<file path="config.mk">
export PLATFORM = sky130hd
export DESIGN_NAME = hack_screen_scanout
export DESIGN_NICKNAME = d
export VERILOG_FILES = /design/src/rtl/hack_screen_scanout.sv
export SDC_FILE = /design/constraint.sdc
export NUM_CORES = 1
export LEC_CHECK = 0
export CAP_MARGIN = 20
export CORE_AREA = 10 10 117 119
export CTS_CLUSTER_SIZE = 24
export DETAILED_ROUTE_END_ITERATION = 16
export DIE_AREA = 0 0 127 129
export GPL_TIMING_DRIVEN = 0
export PLACE_DENSITY = 0.55
export SETUP_SLACK_MARGIN = 0.15
export SYNTH_ARGS = -nofsm -noshare
export SYNTH_HDL_FRONTEND = slang
export SYNTH_SLANG_ARGS = --single-unit
</file>
<file path="constraint.sdc">
create_clock -name clk -period 2.95 [get_ports clk]
set_input_delay 0.59 -clock clk [delete_from_list [all_inputs] [get_ports clk]]
set_output_delay 0.59 -clock clk [all_outputs]
set_load 0.03 [all_outputs]
</file>
<file path="src/rtl/hack_screen_scanout.sv">
// hack_screen_scanout
// Reads the Hack screen memory one word at a time and turns each 16-bit word
// into a one-pixel-per-transfer stream (valid/ready), LSB first, tagged with
// pixel coordinates and frame/line markers. Read-only towards the screen RAM.
//
// Ports:
//   clk, rst_n        clock, asynchronous active-low reset
//   enable            request continuous frame scan-out (sampled at frame end)
//   mem_address       registered read address to the screen RAM
//   mem_out           combinational read data for mem_address
//   pix_valid/ready   pixel handshake
//   pix_data          pixel value (1 = black)
//   pix_x, pix_y      coordinates of the presented pixel
//   frame_start       presented pixel is (0,0)
//   line_end          presented pixel is the last column of its row
module hack_screen_scanout #(
  parameter int ADD_W         = 13,
  parameter int WORDS_PER_ROW = 32,
  parameter int ROWS          = 256
) (
  input  logic             clk,
  input  logic             rst_n,
  input  logic             enable,
  output logic [ADD_W-1:0] mem_address,
  input  logic [15:0]      mem_out,
  output logic             pix_valid,
  input  logic             pix_ready,
  output logic             pix_data,
  output logic [8:0]       pix_x,
  output logic [7:0]       pix_y,
  output logic             frame_start,
  output logic             line_end
);

  localparam int X_LAST = WORDS_PER_ROW * 16 - 1;
  localparam int Y_LAST = ROWS - 1;

  typedef enum logic [1:0] {IDLE, RUN, DRAIN} state_t;

  state_t           state;
  state_t           state_nxt;

  logic [15:0]      sh;
  logic [4:0]       sh_cnt;
  logic [15:0]      pf;
  logic             pf_full;
  logic [ADD_W-1:0] ptr;
  logic [8:0]       x;
  logic [7:0]       y;

  logic             xfer;
  logic             last_x;
  logic             last_y;
  logic             frame_end;
  logic             fetch;
  logic             sh_empty_nxt;
  logic             sh_load;

  assign last_x    = (x == 9'(X_LAST));
  assign last_y    = (y == 8'(Y_LAST));
  assign xfer      = pix_valid & pix_ready;
  assign frame_end = xfer & last_x & last_y;

  // The prefetch slot only refills when it is empty; one word of slack is
  // enough to keep the shifter gapless since a word lasts 16 cycles.
  assign fetch = (state == RUN) & ~pf_full;

  // The shifter reloads either when already empty or on the edge that
  // transfers its last bit, so consecutive words stream without a bubble.
  assign sh_empty_nxt = (sh_cnt == 5'd0) | (xfer & (sh_cnt == 5'd1));
  assign sh_load      = (state == RUN) & sh_empty_nxt & pf_full;

  // FSM state register
  always_ff @(posedge clk or negedge rst_n) begin
    if (!rst_n) begin
      state <= IDLE;
    end else begin
      state <= state_nxt;
    end
  end

  // FSM next state; enable only matters in IDLE and at the frame-end transfer
  always_comb begin
    state_nxt = state;
    case (state)
      IDLE:    if (enable) state_nxt = RUN;
      RUN:     if (frame_end && !enable) state_nxt = DRAIN;
      DRAIN:   state_nxt = IDLE;
      default: state_nxt = IDLE;
    endcase
  end

  // FSM outputs; markers are decoded from the coordinates and gated by valid
  always_comb begin
    pix_valid   = (state == RUN) && (sh_cnt != 5'd0);
    pix_data    = pix_valid & sh[0];
    frame_start = pix_valid & (x == 9'd0) & (y == 8'd0);
    line_end    = pix_valid & last_x;
  end

  assign mem_address = ptr;
  assign pix_x       = x;
  assign pix_y       = y;

  // Control state: counters, flags and the fetch pointer
  always_ff @(posedge clk or negedge rst_n) begin
    if (!rst_n) begin
      sh_cnt  <= 5'd0;
      pf_full <= 1'b0;
      ptr     <= '0;
      x       <= 9'd0;
      y       <= 8'd0;
    end else if (state == DRAIN) begin
      sh_cnt  <= 5'd0;
      pf_full <= 1'b0;
      ptr     <= '0;
      x       <= 9'd0;
      y       <= 8'd0;
    end else if (state == IDLE) begin
      if (enable) ptr <= '0;
    end else begin
      if (fetch) begin
        pf_full <= 1'b1;
        ptr     <= ptr + 1'b1;
      end else if (sh_load) begin
        pf_full <= 1'b0;
      end

      if (sh_load) begin
        sh_cnt <= 5'd16;
      end else if (xfer) begin
        sh_cnt <= sh_cnt - 5'd1;
      end

      if (xfer) begin
        if (last_x) begin
          x <= 9'd0;
          y <= last_y ? 8'd0 : y + 8'd1;
        end else begin
          x <= x + 9'd1;
        end
      end
    end
  end

  // Data registers: contents are only meaningful while the matching
  // control flag/counter says so, hence no reset
  always_ff @(posedge clk) begin
    if (fetch) pf <= mem_out;
    if (sh_load) begin
      sh <= pf;
    end else if (xfer) begin
      sh <= {1'b0, sh[15:1]};
    end
  end

endmodule

</file>
# --- After elaboration in Yosys (flattened, before gate mapping) ---
# Index checks and enable logic that the tools add are counted.
totals:
  input_bits: 20
  output_inout_bits: 34
  wordCells: 80
  ff_bits: 70
op_classes:
  n_mux: 26
  bitwise_logic: 13
  reduce_logical: 20
  eq_ne: 9
  add_sub_neg: 4
ops:
  columns: ["operator", "n"]
  rows:
  - ["$mux W13", 4]
  - ["$mux W8", 5]
  - ["$mux W9", 4]
  - ["$mux W16", 2]
  - ["$mux W5", 4]
  - ["$add A13 B1 Y13 const B", 1]
  - ["$and A1 B1 Y1", 11]
  - ["$reduce_and A2 Y1", 5]
  - ["$add A9 B1 Y9 const B", 1]
  - ["$eq A9 B9 Y1 const B", 1]
  - ["$logic_not A9 Y1", 1]
  - ["$reduce_bool A3 Y1", 3]
  - ["$add A8 B1 Y8 const B", 1]
  - ["$eq A8 B8 Y1 const B", 1]
  - ["$logic_not A8 Y1", 1]
  - ["$reduce_bool A2 Y1", 3]
  - ["$eq A5 B1 Y1 const B", 1]
  - ["$logic_not A5 Y1", 1]
  - ["$reduce_bool A5 Y1", 1]
  - ["$sub A5 B1 Y5 const B", 1]
  - ["$mux W1", 4]
  - ["$mux W2", 2]
  - ["$ne A2 B2 Y1 const B", 2]
  - ["$pmux W2 S2", 1]
  - ["10 further kinds", 11]

# --- Logic depth before layout (Yosys ltp) ---
# Gate-level depths: netlist (run 1).
logic_depth:
  ltp_word: 11
  mapped_depth: 10

# --- Least setup slack after synthesis (run 1) ---
# OpenSTA, ideal clock, no wires.
synth_path:
  path_type: "reg2reg"
  from: "register x[2] (netlist: pix_x[2])"
  to: "register y[6] (netlist: pix_y[6])"
  path_buffers: 2
  synth_period_minus_slack_ps: 2569
  setup_time_ps: 78
  slack_ps: 381
  stages_incl_launch_ff: 11
  arrival_ps: 2491
  cell_sequence: "dfrtp_1 and3_1 nand3_1 nor2_1 ha_1 clkbuf_1 nand4b_1 o21a_1 buf_2 or4_1 a21oi_1"
synth_between:
  elab_chain_cells: 3
synth_lines:
  columns: ["element", "line_no", "rtl"]
  rows:
  - ["start, declared", "48", "logic [8:0] x;"]
  - ["start signal, assigned", "140", "x <= x + 9'd1;"]
  - ["$eq A9 B9 Y1", "59", "assign last_x = (x == 9'(X_LAST));"]
  - ["$reduce_bool A2 Y1 (no line)", null, null]
  - ["$reduce_and A3 Y1 (no line)", null, null]
  - ["end signal, assigned", "138", "y <= last_y ? 8'd0 : y + 8'd1;"]
  - ["end, declared", "49", "logic [7:0] y;"]
# Every way passes these cells.
# A chain may end at the register's enable or synchronous reset.

# --- Worst setup path after layout (run 1) ---
layout_path:
  from: "register x[4] (netlist: pix_x[4])"
  to: "output line_end"
layout_between:
  elab_chain_cells: 2
layout_lines:
  columns: ["element", "line_no", "rtl"]
  rows:
  - ["$eq A9 B9 Y1", "59", null]
  - ["$and A1 B1 Y1", "98", "line_end = pix_valid & last_x;"]
  - ["end, declared", "32", "output logic line_end"]
# Every way passes these cells.

==> summary.txt, run 1 <==
Clock tree
  • Htree depth: 3
  • Clk slew on worst S/H paths: 0.05 ns
  • TritonCTS Buffers: 9
  • CTS tree: built
  • Clock Latency Late Sink: 0.33 ns
  • Clock Sinks: 70
  • # hold bufs at CTS: 0
  • Clk root buf: clkbuf_16
  • Clk buf depth: 2

Setup path
  • Critical path data arrival time: 2.09 ns
  • Critical Path RT: approximately 2.4 ns
  • CP Max Fanout: 9
  • Cells on worst reg2reg path: 10
  • Critical path's top delay family: simple AND/OR/NAND/NOR gates
  • Worst Setup End Kind: primary output
  • Buffers and inverters on the worst path: 2
  • Cell Chain, Critical Path: and3_2, nand3_1, nor2_1, ha_1, clkbuf_2, and3_1, clkdlybuf4s18_2
  • CP max stage cell: dfrtp_1
  • Worst reg2reg startpoint: pix_x[4]
  • Reg-to-reg critical path endpoint: pix_y[6]
  • Crit path largest cell delay: roughly 0.4 ns
  • Crit Path Class: reg2out
  • Worst setup SP type: flip-flop
  • Internal reg-to-reg setup slack: 0.43 ns

Timing
  • Period minus WS final: ~2.7 ns
  • Tcrit/Tclk final: just over 90%
  • RSZ-0062 raised after global routing: no
  • Final setup fails: 0
  • Setup TNS: 0 ns
  • Max transition margin: 49.9%
  • Worst slew pin tran: ~0.75 ns
  • Clock skew: 0.00627 ns
  • Fmax: roughly 0.37 GHz
  • Max-slew violation count: 0
  • Final Hold Fails: 0

Layout
  • Non-filler instance count after layout: between 500 and 600
  • Area Growth Syn to Fin: 32.7%
  • Post-Route Utilization: 39.4%
  • Fillers: approximately 1.1k
  • Antenna Diode Count: 0
  • Share of post-route cells with drive strength above 1: approximately 16%
  • Nets: just under 400

Synthesis
  • Net count after synthesis: about 320
  • Syn avg cell area: 11.4 um^2
  • Async SR Flop Fraction: about 54%
  • Post-synth EDFFs: 32
  • Synth top area share: between 20 and 30%
  • Post-Syn Instances: 294
  • Synth area leader: edfxtp_1
  • Seq/Total Area, Yosys: 56.9%
  • Synth Warn #: 0
  • Main flop type after synthesis: dfrtp_1
  • #FFs+latches synth: 70
  • Netlist Area Pre-Place: between 0.003 and 0.004 mm^2
  • Synth unique cells: between 50 and 60
  • Synth area leaders: edfxtp_1, dfrtp_1, mux2_2

Die
  • # IOs: 54
  • Die width: 127 um
  • Core Area: about 0.011 mm^2
  • Initial core utilization: 29.7%
  • Die Area: 0.0164 mm^2
  • Die Y: between 100 and 150 um
  • # rows: 39

Route
  • Via density: 4.91
  • DR WL met2: 3.56 mm
  • Met3 routed WL: approximately 370 um
  • WL met1: between 3 and 4 mm
  • DRT Pass-1 Iters: 4
  • WL per Instance: 15.1 um
  • Residual antenna-violating net count after detailed routing: 0
  • Top Layer Used: met4
  • Vias: 2501
  • Initial DRC count: 91
  • Total Routed Length: about 7.7 mm
  • Number of remaining DRC errors: 0

GRT
  • Largest net degree at the start of global routing: 38
  • Vias in the first global route: ~2.6k
  • Global route overflow: 0
  • GRT Total Usage: under 10%
  • Initial antenna violation count: 0
  • First-pass GRT wire length: about 13 mm

Power and ir drop
  • Switching part of the total power: between 30% and 40%
  • Pint: approximately 0.0027 W
  • Power consumption: 0.00386 W
  • Peak supply drop: between 0.4 and 0.5 mV
  • Clock share of power: between 30% and 40%
  • Pwr/cell area: between 800 and 900 mW/mm^2
  • Leakage: ~1.7 nW
  • Net Sw Power: 0.00118 W
  • Logic pwr share: between 20% and 30%
  • Sequential share of power: 40.1%

Min path
  • Hold crit path type: in2async

Place
  • Total placed cells including tap cells: roughly 490
  • GPL Wtd Cong: between 0.7 and 0.8
  • Post-DP HPWL: roughly 5.3 mm
  • IO buf count: 53

Run
  • Max-Cap Viols: 0

Run status
  • Status: finished, final reports clean
## through the flow
step | worst slack, ns | instance area (um^2) | hold slack (ns)
final | 0.268 | 4460 | 0.0467
after global routing | 0.151 | 4460 | 0.0357
after CTS | 0.153 | 4430 | 0.0319
after detailed placement | -0.0891 | 4090 | 0.390
after global placement | -0.0663 | 4070 | 0.502
after floorplan | 0.381 | 3360 | 0.294
## routing by layer
metal	track usage, %	vias up
met5	0	-
met4	4.02	0
met3	3.37	9
met2	14.9	45
met1	12.3	1208
li1	-	1239
## power by group through the flow
stage          Clock (W)  Sequential (W)  Combinational [W]
2_1_floorplan          0         0.00166           0.000557
4_1_cts          0.00126         0.00155            0.00106
3_5_place_dp           0         0.00156            0.00105
6_report         0.00123         0.00155            0.00108
3_3_place_gp           0         0.00156            0.00103
5_1_grt          0.00130         0.00159            0.00120
## registers in the layout, summed over array words and instances (netlist names)
name	count
pf	16
pix_x	9
pix_y	8
mem_address	13
sh_cnt	5
sh	16
pf_full	1
state	2
## placed cells by master (no fill, tap or decap), types with 2 or more instances in the layout
master / n
clkdlybuf4s50_1: 48
dfrtp_1: 37
edfxtp_1: 32
a21oi_1: 26
nand2_1: 24
o21ai_0: 19
mux2_2: 15
nor2_1: 13
inv_1: 11
nand3_1: 10
or3_1: 10
clkbuf_16: 9
ha_1: 8
buf_2: 6
nor3_1: 5
nand2b_1: 5
or4_1: 5
nand4_1: 5
buf_4: 4
and2_1: 4
and3_1: 4
nor2b_1: 3
clkbuf_1: 3
nor4_1: 3
a31o_2: 3
bufinv_16: 3
clkbuf_2: 2
o31ai_1: 2
and4_1: 2
o22ai_1: 2
nand3b_1: 2
o21bai_1: 2
a31oi_1: 2
a22o_1: 2
xor2_1: 2
## cells by family (layout without fill, tap and decap cells)
| logic type | after synthesis | after routing | share of synthesized area (%) |
|---|---|---|---|
| DFF | 70 | 70 | 56.9 |
| xor gates and xnor gates | 3 | 3 | 0.782 |
| and+or+nand+nor | 104 | 104 | 17.6 |
| AOI/OAI and AO/OA | 71 | 71 | 13.3 |
| muxes | 16 | 16 | 5.32 |
| adders and majority gates | 9 | 9 | 3.35 |
| buffers and inverters | 21 | 93 | 2.83 |
## what timing repair did
action | 4_1_cts | 5_1_grt
endpoints found under the setup margin | 4 | 18
pin swaps | 0 | 0
endpoints found under the hold margin | 0 | 0
resized for setup | 15 | 7
setup buffers | 0 | 3
## final cells by class
class	count	area (um^2)	area share, %
well taps	143	179	4.01
flip-flops and latches	70	1910	42.9
clock buffers	9	225	5.05
multi-input cells	203	1370	30.8
clock inverters	6	111	2.50
inverters	11	41.3	0.926
repair buffers	57	559	12.5
plain buffers	10	55.1	1.23
## worst max-delay path by stage
| stage | start | end | depth (start not counted) |
|---|---|---|---|
| floorplan | pix_x[2] | pix_y[6] | 10 |
| global placement | pix_ready | sh[15] | 6 |
| detailed placement | sh_cnt[0] | frame_start | 7 |
| CTS | sh_cnt[0] | pix_valid | 5 |
| global route | pix_x[4] | line_end | 7 |
| finish | pix_x[4] | line_end | 7 |
## Yosys cell counts, types with 4 or more instances
master and count:
or4_1 5, nand4_1 5, buf_2 4, or3_1 10
nand3_1 10, a21oi_1 26, and2_1 4, clkbuf_1 4
inv_1 11, dfrtp_1 38, nand2b_1 6, nand2_1 24
edfxtp_1 32, o21ai_0 19, ha_1 9, nor3_1 5
mux2_2 15, nor2_1 13, and3_1 5
Note: power is estimated with default switching activity, not from simulation.
==> inputs of run 2 (changes only) <==
--- a/config.mk
+++ b/config.mk
@@ -12,6 +12,7 @@
 export DIE_AREA = 0 0 127 129
 export GPL_TIMING_DRIVEN = 0
 export PLACE_DENSITY = 0.55
+export REMOVE_ABC_BUFFERS = 1
 export SETUP_SLACK_MARGIN = 0.15
 export SYNTH_ARGS = -nofsm -noshare
 export SYNTH_HDL_FRONTEND = slang
==> run 2 against run 1 <==
  * Setup slack improved by 0.0060 ns
  * Register-to-register slack got worse by 0.05 ns
  * Highest routed layer unchanged
  * Sequential share of layout area increased by 1.5 points
  * First-iteration DRC count increased by 68%
  * Critical path type unchanged
  * Combinational power decreased by 6%
  * Largest cell class unchanged
  * Wire length decreased by 1.8%
  * Via count increased by 0.96%
==> summary.txt, run 2 (synthesized netlist as in run 1, its figures left out) <==
Die
  • Die width: 127 um
  • # rows: 39
  • # IOs: 54
  • Core Area: 0.0113 mm^2
  • Die Area: around 0.016 mm^2
  • Die Y: ~130 um
  • Initial core utilization: 29.7%

Clock tree
  • Clk root buf: clkbuf_16
  • Clk slew on worst S/H paths: 0.06 ns
  • TritonCTS Buffers: 9
  • Clock Sinks: 70
  • CTS tree: built
  • Clk buf depth: 2
  • # hold bufs at CTS: 0
  • Clock Latency Late Sink: 0.33 ns
  • Htree depth: 3

Timing
  • Final setup fails: 0
  • Final Hold Fails: 0
  • Setup TNS: 0 ns
  • Clock skew: 0.00727 ns
  • Worst slew pin tran: 0.954 ns
  • Fmax: 0.374 GHz
  • RSZ-0062 raised after global routing: yes
  • Final WS setup: ~0.27 ns
  • Max-slew violation count: 0
  • Tcrit/Tclk final: between 90 and 100%
  • Period minus WS final: roughly 2.7 ns
  • Max transition margin: 36.3%

Place
  • Setup WS pre-CTS: -0.367 ns
  • Post-DP HPWL: roughly 5.3 mm
  • GPL Wtd Cong: around 0.83
  • IO buf count: 53
  • Placed cell area: 0.00403 mm^2

Route
  • Total Routed Length: around 7.6 mm
  • WL per Instance: 15.2 um
  • Initial DRC count: 153
  • Vias: around 2.5k
  • Via density: between 5 and 6
  • Residual antenna-violating net count after detailed routing: 0
  • Number of remaining DRC errors: 0
  • DRT Pass-1 Iters: 4

Power and ir drop
  • Switching part of the total power: 33.7%
  • Pwr/cell area: around 840 mW/mm^2
  • Peak supply drop: about 0.38 mV
  • Clock share of power: a little under 30%
  • Leakage: around 1.6 nW
  • Sequential share of power: 43.0%
  • Net Sw Power: 0.00122 W
  • Logic pwr share: between 20% and 30%
  • Pint: roughly 0.0024 W

Setup path
  • Crit path capture: frame_start
  • Worst Setup End Kind: primary output
  • Internal reg-to-reg setup slack: roughly 0.38 ns
  • Cells on worst reg2reg path: 8
  • Critical Path RT: approximately 2.4 ns
  • Reg-to-reg critical path endpoint: pix_y[7]
  • Worst setup SP type: flip-flop
  • Critical path data arrival time: ~2.1 ns
  • Crit path launch: sh_cnt[0]
  • Worst reg2reg startpoint: pix_x[2]
  • Crit Path Class: reg2out
  • CP Max Fanout: 6

Min path
  • Hold crit path type: in2async

Layout
  • Commonest non-fill, non-tap cell in the layout: clkdlybuf4s50_1
  • Area Growth Syn to Fin: 28.2%
  • Antenna Diode Count: 0
  • Share of post-route cells with drive strength above 1: a little over an eighth
  • Post-Route Utilization: roughly two fifths
  • Register area: roughly 0.0019 mm^2
  • Most frequent cells in the layout: clkdlybuf4s50_1, dfrtp_1, edfxtp_1, a21oi_1, nand2_1
  • Fin area: about 0.0043 mm^2
  • Nets: approximately 380
  • Footprint of the multi-input gates: between 0.001 and 0.0015 mm^2
  • Fillers: 1133

Run
  • Max-Cap Viols: 0

GRT
  • Largest net degree at the start of global routing: 36
  • First-pass GRT wire length: between 10 and 15 mm
  • Global route overflow: 0
  • Vias in the first global route: roughly 2.5k
  • Initial antenna violation count: 0
  • GRT Total Usage: under 10%

Run status
  • Status: finished, final reports clean
## run 2: cell types whose count changed in the layout (fill, tap and decap cells not counted), moves of 2 or more
cell       delta
buf_2         -5
buf_4         -4
bufinv_16     -3
clkbuf_1      -3
clkbuf_2      +2
inv_6         +2
inv_8         +2
## run 2: through the flow
stage	std cells	hold slack, ns	total power, W
final	497	0.0702	0.00361
after floorplan	284	0.294	0.00221
after CTS	497	0.0526	0.00368
after global placement	480	0.504	0.00257
after detailed placement	481	0.413	0.00261
after global routing	497	0.0531	0.00385
## run 2: power by group through the flow
stage	combinational, W	sequential (W)	clock [W]
finish	0.00102	0.00155	0.00105
global route	0.00112	0.00159	0.00114
CTS	0.00104	0.00155	0.00109
detailed placement	0.00104	0.00157	0
global placement	0.00102	0.00156	0
floorplan	0.000544	0.00166	0
## run 2: critical path, stage by stage, from the launching register on
cell and delay [ns]:
dfrtp_1 0.43, inv_1 0.10, ha_1 0.20, or4b_4 0.53, and2_1 0.20, nand3_1 0.07
nor2_1 0.05, clkbuf_2 0.18
## run 2: layer usage
| metal | global-route usage (%) | up-vias | part of all wire, % |
|---|---|---|---|
| li1 | - | 1213 | - |
| met1 | 11.6 | 1246 | 47 |
| met2 | 14.8 | 64 | 47 |
| met3 | 3.90 | 2 | 6.2 |
| met4 | 2.81 | 0 | 0.40 |
| met5 | 0 | - | 0 |
## run 2: cell type report
| cell class | instances | area share, % |
|---|---|---|
| repair buffers | 54 | 12.2 |
| well taps | 143 | 4.15 |
| multi-input cells | 203 | 31.6 |
| clock buffers | 9 | 5.23 |
| inverters | 11 | 0.958 |
| flip-flops and latches | 70 | 44.4 |
| clock inverters | 7 | 1.51 |
## run 2: timing repair
action                     4_1_cts  5_1_grt
resized for setup                8        7
setup endpoints to repair       20        4
buffers inserted                 0        0
gates cloned                     0        0
## run 2: worst min-delay path by stage
stage	startpoint	endpoint	slack, ns	cells after the start
4_1_cts	rst_n	mem_address[8]	0.05	1
3_5_place_dp	rst_n	mem_address[8]	0.41	1
6_report	rst_n	mem_address[12]	0.07	1
2_1_floorplan	rst_n	mem_address[0]	0.29	0
3_3_place_gp	pf[15]	sh[15]	0.50	1
5_1_grt	rst_n	mem_address[8]	0.05	1
